File: config.mk
export PLATFORM = sky130hd
export DESIGN_NAME = sobel_scan_ctrl_flat
export DESIGN_NICKNAME = d
export VERILOG_FILES = /design/src/rtl/sobel_scan_ctrl_if.sv /design/src/rtl/sobel_scan_ctrl.sv /design/src/flat_wrapper.sv
export SDC_FILE = /design/constraint.sdc
export NUM_CORES = 1
export LEC_CHECK = 0
export CAP_MARGIN = 10
export CORE_AREA = 8 8 67 126
export CTS_BUF_LIST = sky130_fd_sc_hd__clkbuf_4 sky130_fd_sc_hd__clkbuf_8 sky130_fd_sc_hd__clkbuf_16
export CTS_CLUSTER_DIAMETER = 120
export DETAILED_ROUTE_END_ITERATION = 16
export DIE_AREA = 0 0 75 134
export GPL_TIMING_DRIVEN = 0
export PLACE_DENSITY = 0.77
export SETUP_SLACK_MARGIN = 0.5
export SLEW_MARGIN = 5
export SYNTH_ARGS = -nofsm -noshare
export SYNTH_HDL_FRONTEND = slang
export SYNTH_SLANG_ARGS = --single-unit
File: constraint.sdc
create_clock -name clk -period 3 [get_ports clk]
set_input_delay 0.3 -clock clk [delete_from_list [all_inputs] [get_ports clk]]
set_output_delay 0.3 -clock clk [all_outputs]
set_load 0.01 [all_outputs]
File: src/rtl/sobel_scan_ctrl_if.sv
// Control/data bundle between the Sobel frame sequencer and its ROM, window, sobel and frame-buffer neighbours.
// master = sequencer side, slave = environment side.
interface sobel_scan_ctrl_if #(
  parameter int ADDR_W = 14
);
  logic              start;
  logic              busy;
  logic              done;
  logic [7:0]        frame_cnt;
  logic              rom_en;
  logic [ADDR_W-1:0] rom_addr;
  logic              win_shift;
  logic              win_valid;
  logic              sob_data;
  logic              fb_we;
  logic [ADDR_W-1:0] fb_addr;
  logic              fb_wdata;

  modport master (
    input  start, sob_data,
    output busy, done, frame_cnt, rom_en, rom_addr, win_shift, win_valid,
           fb_we, fb_addr, fb_wdata
  );

  modport slave (
    output start, sob_data,
    input  busy, done, frame_cnt, rom_en, rom_addr, win_shift, win_valid,
           fb_we, fb_addr, fb_wdata
  );
endinterface

File: src/rtl/sobel_scan_ctrl.sv
// Frame sequencer: raster-scans the image ROM, drives the 3x3 window shift/valid,
// and writes delayed sobel results for interior pixels into the frame buffer.
module sobel_scan_ctrl #(
  parameter int IMG_W    = 128,
  parameter int IMG_H    = 96,
  parameter int ADDR_W   = 14,
  parameter int PIPE_LAT = 2
) (
  input  logic             clk,
  input  logic             rst,
  sobel_scan_ctrl_if.master io
);

  localparam int CW = $clog2(IMG_W);
  localparam int RW = $clog2(IMG_H);
  localparam int DW = $clog2(PIPE_LAT + 1);
  localparam logic [ADDR_W-1:0] LAST_ADDR = ADDR_W'(IMG_W * IMG_H - 1);
  localparam logic [ADDR_W-1:0] CTR_OFS   = ADDR_W'(IMG_W + 1);
  localparam logic [CW-1:0]     COL_LAST  = CW'(IMG_W - 1);
  localparam logic [DW-1:0]     DRAIN_END = DW'(PIPE_LAT);

  typedef enum logic [1:0] {IDLE, SCAN, DRAIN, DONE} state_t;

  state_t            state_q, state_d;
  logic              rom_en_q, rom_en_d;
  logic [ADDR_W-1:0] rom_addr_q, rom_addr_d;
  logic [CW-1:0]     col_q, col_d;
  logic [RW-1:0]     row_q, row_d;
  logic [DW-1:0]     drain_q, drain_d;
  logic [7:0]        frame_cnt_q, frame_cnt_d;

  logic              win_shift_q;
  logic              win_valid_q;
  logic [ADDR_W-1:0] sh_addr_q;
  logic [ADDR_W-1:0] ctr_addr;

  logic [PIPE_LAT-1:0] vld_pipe_q;
  logic [ADDR_W-1:0]   addr_pipe_q [PIPE_LAT];

  always_ff @(posedge clk or posedge rst) begin
    if (rst) begin
      state_q     <= IDLE;
      rom_en_q    <= 1'b0;
      rom_addr_q  <= '0;
      col_q       <= '0;
      row_q       <= '0;
      drain_q     <= '0;
      frame_cnt_q <= '0;
    end else begin
      state_q     <= state_d;
      rom_en_q    <= rom_en_d;
      rom_addr_q  <= rom_addr_d;
      col_q       <= col_d;
      row_q       <= row_d;
      drain_q     <= drain_d;
      frame_cnt_q <= frame_cnt_d;
    end
  end

  // Row/col track rom_addr so the window test needs no divide or multiply.
  always_comb begin
    state_d     = state_q;
    rom_en_d    = 1'b0;
    rom_addr_d  = '0;
    col_d       = '0;
    row_d       = '0;
    drain_d     = '0;
    frame_cnt_d = frame_cnt_q;
    case (state_q)
      IDLE: begin
        if (io.start) begin
          state_d  = SCAN;
          rom_en_d = 1'b1;
        end
      end
      SCAN: begin
        if (rom_addr_q == LAST_ADDR) begin
          state_d = DRAIN;
        end else begin
          rom_en_d   = 1'b1;
          rom_addr_d = rom_addr_q + 1'b1;
          if (col_q == COL_LAST) begin
            col_d = '0;
            row_d = row_q + 1'b1;
          end else begin
            col_d = col_q + 1'b1;
            row_d = row_q;
          end
        end
      end
      DRAIN: begin
        if (drain_q == DRAIN_END) state_d = DONE;
        else                      drain_d = drain_q + 1'b1;
      end
      DONE: begin
        state_d     = IDLE;
        frame_cnt_d = frame_cnt_q + 8'd1;
      end
      default: state_d = IDLE;
    endcase
  end

  always_ff @(posedge clk or posedge rst) begin
    if (rst) begin
      win_shift_q <= 1'b0;
      win_valid_q <= 1'b0;
      sh_addr_q   <= '0;
    end else begin
      win_shift_q <= rom_en_q;
      win_valid_q <= rom_en_q && (row_q >= RW'(2)) && (col_q >= CW'(2));
      sh_addr_q   <= rom_addr_q;
    end
  end

  assign ctr_addr = sh_addr_q - CTR_OFS;

  // Address is zeroed on invalid slots so fb_addr only ever shows real centres.
  always_ff @(posedge clk or posedge rst) begin
    if (rst) begin
      vld_pipe_q <= '0;
      for (int i = 0; i < PIPE_LAT; i++) addr_pipe_q[i] <= '0;
    end else begin
      vld_pipe_q[0]  <= win_valid_q;
      addr_pipe_q[0] <= win_valid_q ? ctr_addr : '0;
      for (int i = 1; i < PIPE_LAT; i++) begin
        vld_pipe_q[i]  <= vld_pipe_q[i-1];
        addr_pipe_q[i] <= addr_pipe_q[i-1];
      end
    end
  end

  assign io.busy      = (state_q == SCAN) || (state_q == DRAIN);
  assign io.done      = (state_q == DONE);
  assign io.frame_cnt = frame_cnt_q;
  assign io.rom_en    = rom_en_q;
  assign io.rom_addr  = rom_addr_q;
  assign io.win_shift = win_shift_q;
  assign io.win_valid = win_valid_q;
  assign io.fb_we     = vld_pipe_q[PIPE_LAT-1];
  assign io.fb_addr   = addr_pipe_q[PIPE_LAT-1];
  assign io.fb_wdata  = io.sob_data & vld_pipe_q[PIPE_LAT-1];

endmodule

File: src/flat_wrapper.sv
// flat-port wrapper written by rule: the top's interface ports become plain ports
module sobel_scan_ctrl_flat 
#(
  parameter int IMG_W    = 128,
  parameter int IMG_H    = 96,
  parameter int ADDR_W   = 14,
  parameter int PIPE_LAT = 2
)
  (clk, rst, io_start, io_sob_data, io_busy, io_done, io_frame_cnt, io_rom_en, io_rom_addr, io_win_shift, io_win_valid, io_fb_we, io_fb_addr, io_fb_wdata);
  sobel_scan_ctrl_if #(.ADDR_W(ADDR_W)) io_i ();
  input  logic clk;
  input  logic rst;
  input wire logic [$bits(io_i.start)-1:0] io_start;
  input wire logic [$bits(io_i.sob_data)-1:0] io_sob_data;
  output wire logic [$bits(io_i.busy)-1:0] io_busy;
  output wire logic [$bits(io_i.done)-1:0] io_done;
  output wire logic [$bits(io_i.frame_cnt)-1:0] io_frame_cnt;
  output wire logic [$bits(io_i.rom_en)-1:0] io_rom_en;
  output wire logic [$bits(io_i.rom_addr)-1:0] io_rom_addr;
  output wire logic [$bits(io_i.win_shift)-1:0] io_win_shift;
  output wire logic [$bits(io_i.win_valid)-1:0] io_win_valid;
  output wire logic [$bits(io_i.fb_we)-1:0] io_fb_we;
  output wire logic [$bits(io_i.fb_addr)-1:0] io_fb_addr;
  output wire logic [$bits(io_i.fb_wdata)-1:0] io_fb_wdata;
  assign io_i.start = io_start;
  assign io_i.sob_data = io_sob_data;
  assign io_busy = io_i.busy;
  assign io_done = io_i.done;
  assign io_frame_cnt = io_i.frame_cnt;
  assign io_rom_en = io_i.rom_en;
  assign io_rom_addr = io_i.rom_addr;
  assign io_win_shift = io_i.win_shift;
  assign io_win_valid = io_i.win_valid;
  assign io_fb_we = io_i.fb_we;
  assign io_fb_addr = io_i.fb_addr;
  assign io_fb_wdata = io_i.fb_wdata;
  sobel_scan_ctrl #(.IMG_W(IMG_W), .IMG_H(IMG_H), .ADDR_W(ADDR_W), .PIPE_LAT(PIPE_LAT)) u_core (.clk(clk), .rst(rst), .io(io_i));
endmodule
* After elaboration in Yosys (flattened, before gate mapping)
Cells that the tools add are included.
** Word-level totals
- Bits of input ports :: 4
- ROM bits :: 0
- Register bits :: 87
- Bits in writable memories :: 0
- Memories :: 0
- Latch bits :: 0
- Output and inout port bits :: 43
** Cells by class
- Eq/ne operators :: 10
- Bitwise logic cells :: 1
- Reduce and logical (&&, ||, !) cells :: 5
- $mul :: 0
- Magnitude comparators :: 2
- Shifts and indexed selects :: 0
- Add/sub/neg operators :: 6
- Divide/modulo/power cells :: 0
- Mux-type cells :: 18
** Operators with widths (number)
- $mux 14 :: 3
- $mux 7 :: 6
- $add 14x1->14 const B :: 1
- $add 7x1->7 const B :: 2
- $eq 14x14->1 const B :: 1
- $ge 7x2->1 const B :: 2
- $sub 14x8->14 const B :: 1
- $mux 2 :: 5
- $add 8x1->8 const B :: 1
- $pmux 2 s4 :: 1
- $eq 7x7->1 const B :: 1
- $eq 2x2->1 const B :: 3
- $ne 2x1->1 const B :: 2
- $ne 3x1->1 const B :: 1
- $reduce_and 3->1 :: 1
- $add 2x1->2 const B :: 1
- $eq 2x1->1 const B :: 1
- $logic_and 1x1->1 :: 2
- $logic_not 2->1 :: 1
- $mux 1 :: 2
- $ne 2x2->1 const B :: 1
- $pmux 1 s2 :: 1
- $and 1x1->1 :: 1
- $logic_or 1x1->1 :: 1

* Depth between registers and ports, before layout
Gate-level depths: netlist (run 1).
- Depth after elaboration :: 4
- Depth in mapped cells :: 7
- Mapped depth without buffers :: 6

* Worst setup path after synthesis (run 1)
Ideal clock, no wire load.
- Kind :: register to register
- Start point :: reg u_core.rom_addr_q[0] (netlist: u_core.io.rom_addr[0])
- End point :: reg u_core.rom_en_q (netlist: u_core.io.rom_en)
- Arrival time :: 1686 ps
- Setup time :: 123 ps
- Clock period less this slack :: 1810 ps
- Cell stages (with the launch flop) :: 8
- Buffers on the path :: 2
- Path slack :: 1190 ps
- Cell sequence :: dfrtp_1 > ha_1 > nand4_1 > nor4_1 > nand2b_1 > buf_2 > buf_2 > nand2_1
** On the way
- Word-level cells in the longest chain between the ends :: 3
** RTL lines
- from (decl) :: RTL line sobel_scan_ctrl.sv:26 : logic [ADDR_W-1:0] rom_addr_q, rom_addr_d;
- from (signal assigned) :: RTL line sobel_scan_ctrl.sv:52 : rom_addr_q <= rom_addr_d;
- $eq 14x14->1 :: RTL line sobel_scan_ctrl.sv:77 : if (rom_addr_q == LAST_ADDR) begin
- $mux 1 :: RTL line sobel_scan_ctrl.sv:77
- $pmux 1 s2 :: RTL line sobel_scan_ctrl.sv:69 : case (state_q)
- named net u_core.rom_en_d :: RTL line sobel_scan_ctrl.sv:25 : logic rom_en_q, rom_en_d;
- to (signal assigned) :: RTL line sobel_scan_ctrl.sv:51 : rom_en_q <= rom_en_d;
- to (decl) :: RTL line sobel_scan_ctrl.sv:25
The timed path passes the listed nets, and every way through them passes these cells.
A chain may end at the register's enable or synchronous reset.

* Worst setup path after layout (run 1)
- Start point :: reg u_core.rom_addr_q[0] (netlist: u_core.io.rom_addr[0])
- End point :: reg u_core.rom_addr_q[9] (netlist: u_core.io.rom_addr[9])
** On the way
- Word-level cells in the longest chain between the ends :: 3
** RTL lines (RTL line)
- $add 14x1->14 / $eq 14x14->1 (equally long branches) :: sobel_scan_ctrl.sv:81, sobel_scan_ctrl.sv:77
- $mux 14 * :: sobel_scan_ctrl.sv:77
- $mux 14 * :: sobel_scan_ctrl.sv:69
- named net u_core.rom_addr_d[9] :: sobel_scan_ctrl.sv:26
The timed path passes the listed nets; every way through them passes the cells marked *.

==> results of run 1 <==
flip-flops by register name, summed over array words and instances (netlist names):
name / cells
u_core.io.rom_en: 1
u_core.io.rom_addr: 14
u_core.io.fb_addr: 14
u_core.sh_addr_q: 14
u_core.io.win_valid: 1
u_core.addr_pipe_q: 14
u_core.row_q: 7
u_core.io.win_shift: 1
u_core.drain_q: 2
u_core.vld_pipe_q: 2
u_core.col_q: 7
u_core.state_q: 2
u_core.io.frame_cnt: 8
logic make-up after synthesis:
| group | count (synthesis) |
|---|---|
| AO/OA/AOI/OAI | 15 |
| XOR/XNOR | 36 |
| adder cells (fa/ha/maj) | 12 |
| buffers and inverters | 34 |
| flip-flops | 87 |
| multiplexers | 3 |
| AND/OR/NAND/NOR | 120 |
worst min path at each step:
stage	cells after the start	end	start
finish	0	u_core.io.fb_addr[8]	u_core.addr_pipe_q[22]
global route	0	u_core.io.fb_addr[10]	u_core.addr_pipe_q[24]
CTS	0	u_core.io.fb_addr[1]	u_core.addr_pipe_q[15]
detailed placement	0	u_core.io.fb_addr[1]	u_core.addr_pipe_q[15]
global placement	0	u_core.io.fb_addr[6]	u_core.addr_pipe_q[20]
floorplan	0	u_core.io.fb_addr[0]	u_core.addr_pipe_q[14]
cell type report:
| type | instances | area [um2] | area share |
|---|---|---|---|
| Buffer | 18 | 123 | 0.0276 |
| Clock buffer | 12 | 267 | 0.0599 |
| Clock inverter | 3 | 17.5 | 0.00394 |
| Inverter | 16 | 63.8 | 0.0144 |
| Multi-Input combinational cell | 186 | 1180 | 0.267 |
| Sequential cell | 87 | 2180 | 0.490 |
| Tap cell | 90 | 113 | 0.0253 |
| Timing Repair Buffer | 48 | 500 | 0.113 |
layer usage:
metal | part of all wire | GRT usage | vias up | wire (um)
met3 | 0.070 | 0.0621 | 19 | 472
met1 | 0.39 | 0.169 | 1140 | 2620
met4 | 0.050 | 0.112 | 0 | 333
li1 | - | - | 1119 | -
met5 | 0 | 0 | - | 0
met2 | 0.49 | 0.227 | 62 | 3290
report_power, final:
part           internal [uW]  switching [uW]
Sequential              1170               0
Clock                    620             426
Combinational           8.93            23.2
cells in the final DEF (no fill, tap or decap), types with 3 or more instances in the layout:
cell type and n:
dfrtp_1 87, clkdlybuf4s50_1 46, nor2_1 44, xnor2_1 28
nor3_1 16, inv_1 15, nand2_1 15, buf_4 14
nand3_1 12, ha_1 12, nand4_1 9, clkbuf_16 9
xor2_1 8, nor4_1 6, a21oi_1 5, nand2b_1 4
or3_1 3, or4_1 3, clkbuf_8 3
through the flow:
step / total power [uW] / cells / instance area, um2 / utilization / hold slack [ns]
after floorplan: 1210 / 307 / 3550 / - / 0.331
after global placement: 1220 / 443 / 4120 / 0.603 / 0.332
after detailed placement: 1230 / 445 / 4160 / 0.609 / 0.336
after CTS: 2280 / 460 / 4450 / 0.651 / 0.349
after global routing: 2340 / 460 / 4450 / 0.651 / 0.356
final: 2250 / 460 / 4450 / 0.651 / 0.347
==> impl_metrics.ini, run 1 <==
[logic_synthesis]
syn_avg_cell_area_um2 = 11.5
ys_types = 36
synthTopCellsByArea = dfrtp_1 61%, xnor2_1 6.9%, nor2_1 4.7%
yosysMostFrequentCell = dfrtp_1
synth_top_cell_area_share = 0.614
synthCells = 307
synth_common_cells = 87 x dfrtp_1, 44 x nor2_1, 28 x xnor2_1, 16 x inv_1, 16 x nor3_1
yosys-mux-area-fraction = 0.00918
synth_warnings = 0
synth_edf_count = 0
synthesis.area_um2 = 3540
ys.flop_type = dfrtp_1
synth_compound_area_frac = 0.0293
ys_ff_latch = 87
synthSimpleGateAreaFrac = 0.164
async_flop_share = 1.00
synthXorXnorAreaFrac = 0.0890
synth_fa_ha_area_frac = 0.0424
synth_top_family_by_area = simple AND/OR/NAND/NOR gates
synth_top_cell_by_area = dfrtp_1
yosysSeqAreaShare = 0.614
synth_fp_nets = 323

[place]
pre_cts_ws_ns = 0.790
dp_hpwl_um = 4760
gp_congestion = 0.840
port_buffers = 46

[power_and_ir_drop]
power_leakage_uw = 0.00207
powerDensity_nw_per_um2 = 507
peakVddDrop_uv = 448

[timing]
fmaxAchievable_mhz = 445
worst_clock_skew_ns = 0.00735
grt_setup_unrepaired = no
finalSetupViolations = 0
slew_violations = 0
worst_pin_slew_ns = 0.594
setup_slack_ns = 0.750
slew_headroom = 0.601
fin_crit_sh = 0.750
finalHoldViolations = 0
fin_crit_ns = 2.25
finalSetupTns_ns = 0

[detailed_routing]
route.vias.total = 2340
wire_per_inst_um = 14.6
drtIter0Drc = 117
route.antenna.remaining_nets = 0
drc_errors = 0
vias_per_cell = 5.09
drt_wl_total_um = 6720
first_pass_iters = 4

[setup_path]
worst_setup_path_start_kind = flip-flop
crit_end = u_core.io.rom_addr[9]
crit_chain = ha_1, nand4_1, nor4_1, nand2b_1, buf_2, buf_2, nor2_1
crit_slowest_cell = dfrtp_1
slowest_delay_ns = 0.46
crit_arrival_ns = 2.47
r2r_cells = 7
cp.depth = 7
crit_path_frequent_cell = buf_2
path_delay_family = simple AND/OR/NAND/NOR gates
cp_data_required_time_ns = 3.22
cp-startpoint = u_core.io.rom_addr[0]
r2r-start = u_core.io.rom_addr[0]
crit_fanout = 10
rrSetupSlack_ns = 0.75
worst-path-buf-inv = 2
endpoint_kind = flip-flop
critical_path_class = flip-flop to flip-flop
r2r_end = u_core.io.rom_addr[9]

[floorplanning]
floorplan.die_area_um2 = 10100
die_h_um = 134
core.rowCount = 43
start_util = 0.519
die_w_um = 75
boundaryPins = 47
core_area_um2 = 6830

[global_routing]
grt_util_all_layers = 0.153
grt_pass1_vias = 2387
grt_start_max_net_pins = 37
grt_overflow = 0
grt_pass1_wl_um = 11400
antenna_found_initial = 0

[status]
status = finished clean

[clocking]
cts_num_sinks = 87
postCtsHoldBufs = 0
cts_made_buffers = 9
cts-htree-levels = 3
post_cts_resized = 0
cts_tree = built
cts_root_buffer = clkbuf_16
cts_buffer_depth = 2
path_clk_slew_ns = 0.06
clock_latency_ns = 0.34
postCtsSetupBuffers = 0

[final_layout]
n_antenna_cell = 0
drive_above_1_share = 0.105
syn_to_final_growth_pct = 25.4
fillers = 540
nets = 382

[run]
drv_cap = 0

[hold_path]
hold_path_class = flip-flop to flip-flop
(Power assumes the default switching activity.)
==> run 2, diff against run 1 <==
==> constraint.sdc (replaced) <==
create_clock -name clk -period 2.2 [get_ports clk]
set_input_delay 0.22 -clock clk [delete_from_list [all_inputs] [get_ports clk]]
set_output_delay 0.22 -clock clk [all_outputs]
set_load 0.01 [all_outputs]
==> run 2 against run 1 <==
  * Power rose by 39%
  * Combinational power rose by 35%
  * Clock skew down 0.0034 ns
  * Hold slack worse by 0.11 ns
  * Via count grew 5.8%
==> impl_metrics.ini, run 2 (synthesis results as in run 1) <==
[status]
status = finished clean

[global_routing]
grt_pass1_wl_um = 11600
grt_start_max_net_pins = 37
antenna_found_initial = 0
grt_overflow = 0
grt_pass1_vias = 2551
grt_util_all_layers = 0.150

[detailed_routing]
drtIter0Drc = 109
drt_wl_total_um = 6890
drc_errors = 0
first_pass_iters = 5
drt-met1-wl_um = 2600
vias_per_cell = 5.13
route.antenna.remaining_nets = 0
highest_layer = met4
wl_met3_um = 521
wl_met2_um = 3530
wire_per_inst_um = 14.3
route.vias.total = 2476

[setup_path]
r2r-start = u_core.sh_addr_q[4]
cp_data_required_time_ns = 2.46
r2r_end = u_core.addr_pipe_q[27]
rrSetupSlack_ns = 0.43
crit_slowest_cell = or4_4
crit_chain = or4_4, o21a_4, or4_4, a21oi_2
crit_path_frequent_cell = or4_4
slowest_delay_ns = 0.55
r2r_cells = 4
critical_path_class = flip-flop to flip-flop
crit_arrival_ns = 2.03
endpoint_kind = flip-flop
worst_setup_path_start_kind = flip-flop
crit_fanout = 6

[run]
drv_cap = 0

[clocking]
cts_root_buffer = clkbuf_16
path_clk_slew_ns = 0.06
cts_num_sinks = 87
cts-htree-levels = 3
cts_made_buffers = 9
cts_buffer_depth = 2
clock_latency_ns = 0.33
cts_tree = built

[final_layout]
layout_commonest_cell = dfrtp_1
drive_above_1_share = 0.204
syn_to_final_growth_pct = 33.7
multi_input_area_um2 = 1260
layout.area.seq_um2 = 2180
n_antenna_cell = 0
fillers = 482
layout_common_cells = 81 x dfrtp_1, 45 x clkdlybuf4s50_1, 43 x nor2_1, 35 x buf_4, 28 x xnor2_1
nets = 404

[hold_path]
hold_path_class = input port to asynchronous set/reset pin

[floorplanning]
start_util = 0.519
die_h_um = 134
boundaryPins = 47
floorplan.die_area_um2 = 10100
core.rowCount = 43
die_w_um = 75
core_area_um2 = 6830

[place]
dp_hpwl_um = 4490
gp_congestion = 0.801
port_buffers = 46
pre_cts_ws_ns = 0.184

[timing]
setup_slack_ns = 0.426
fin_crit_sh = 0.807
grt_setup_unrepaired = yes
slew_violations = 0
worst_pin_slew_ns = 0.446
finalSetupTns_ns = 0
worst_clock_skew_ns = 0.00394
fmaxAchievable_mhz = 564
finalSetupViolations = 0
slew_headroom = 0.703
fin_crit_ns = 1.77
finalHoldViolations = 0

[power_and_ir_drop]
power_leakage_uw = 0.00219
powerDensity_nw_per_um2 = 660
peakVddDrop_uv = 565
## run 2: power by group
group          total, uW  switching (uW)  internal, uW  leakage, uW
combinational       43.3            31.1          12.2     0.000885
clock               1490             557           929     0.000153
sequential          1600               0          1600      0.00115
## run 2: routing by layer
layer | vias to the layer above | GRT usage
li1 | 1174 | -
met4 | 0 | 0.0890
met2 | 82 | 0.246
met5 | - | 0
met1 | 1195 | 0.157
met3 | 25 | 0.0539
## run 2: through the flow
stage	power (uW)	hold WS [ns]	util	cell area, um2	cells
after CTS	3160	0.233	0.674	4600	473
after global routing	3230	0.266	0.694	4740	483
after detailed placement	1680	0.335	0.610	4170	445
after floorplan	1650	0.331	-	3560	307
after global placement	1670	0.332	0.604	4130	443
final	3130	0.234	0.694	4740	483
## run 2: how the worst max path moves through the flow
stage                          start                     end  slack [ns]  depth (start not counted)
2_1_floorplan    u_core.sh_addr_q[3]  u_core.addr_pipe_q[27]        0.47                          4
3_3_place_gp                     rst   u_core.io.rom_addr[1]        0.03                          2
3_5_place_dp   u_core.io.rom_addr[0]   u_core.io.rom_addr[5]        0.18                          6
4_1_cts          u_core.sh_addr_q[5]  u_core.addr_pipe_q[27]        0.39                          4
5_1_grt          u_core.sh_addr_q[4]  u_core.addr_pipe_q[24]        0.38                          5
6_report         u_core.sh_addr_q[4]  u_core.addr_pipe_q[27]        0.43                          4
## run 2: critical path: cells and delay by family, from the launching register on
kind | cells | cell delay, ns
AND/OR/NAND/NOR | 2 | 0.96
flip-flops | 1 | 0.38
AO/OA/AOI/OAI | 2 | 0.37
## run 2: what timing repair did
item,in CTS,in global routing
endpoints found under the setup margin,38,35
pin swaps,7,6
gates resized for setup,12,15
buffers inserted,12,10
endpoints found under the hold margin,0,0
hold buffers,0,0
## run 2: area by class of cell
cell class | instances | share of cell area
Timing Repair Buffer | 70 | 0.143
Clock inverter | 4 | 0.00950
Multi-Input combinational cell | 186 | 0.265
Sequential cell | 87 | 0.461
Buffer | 18 | 0.0309
Tap cell | 90 | 0.0238
Clock buffer | 12 | 0.0536
Inverter | 16 | 0.0135
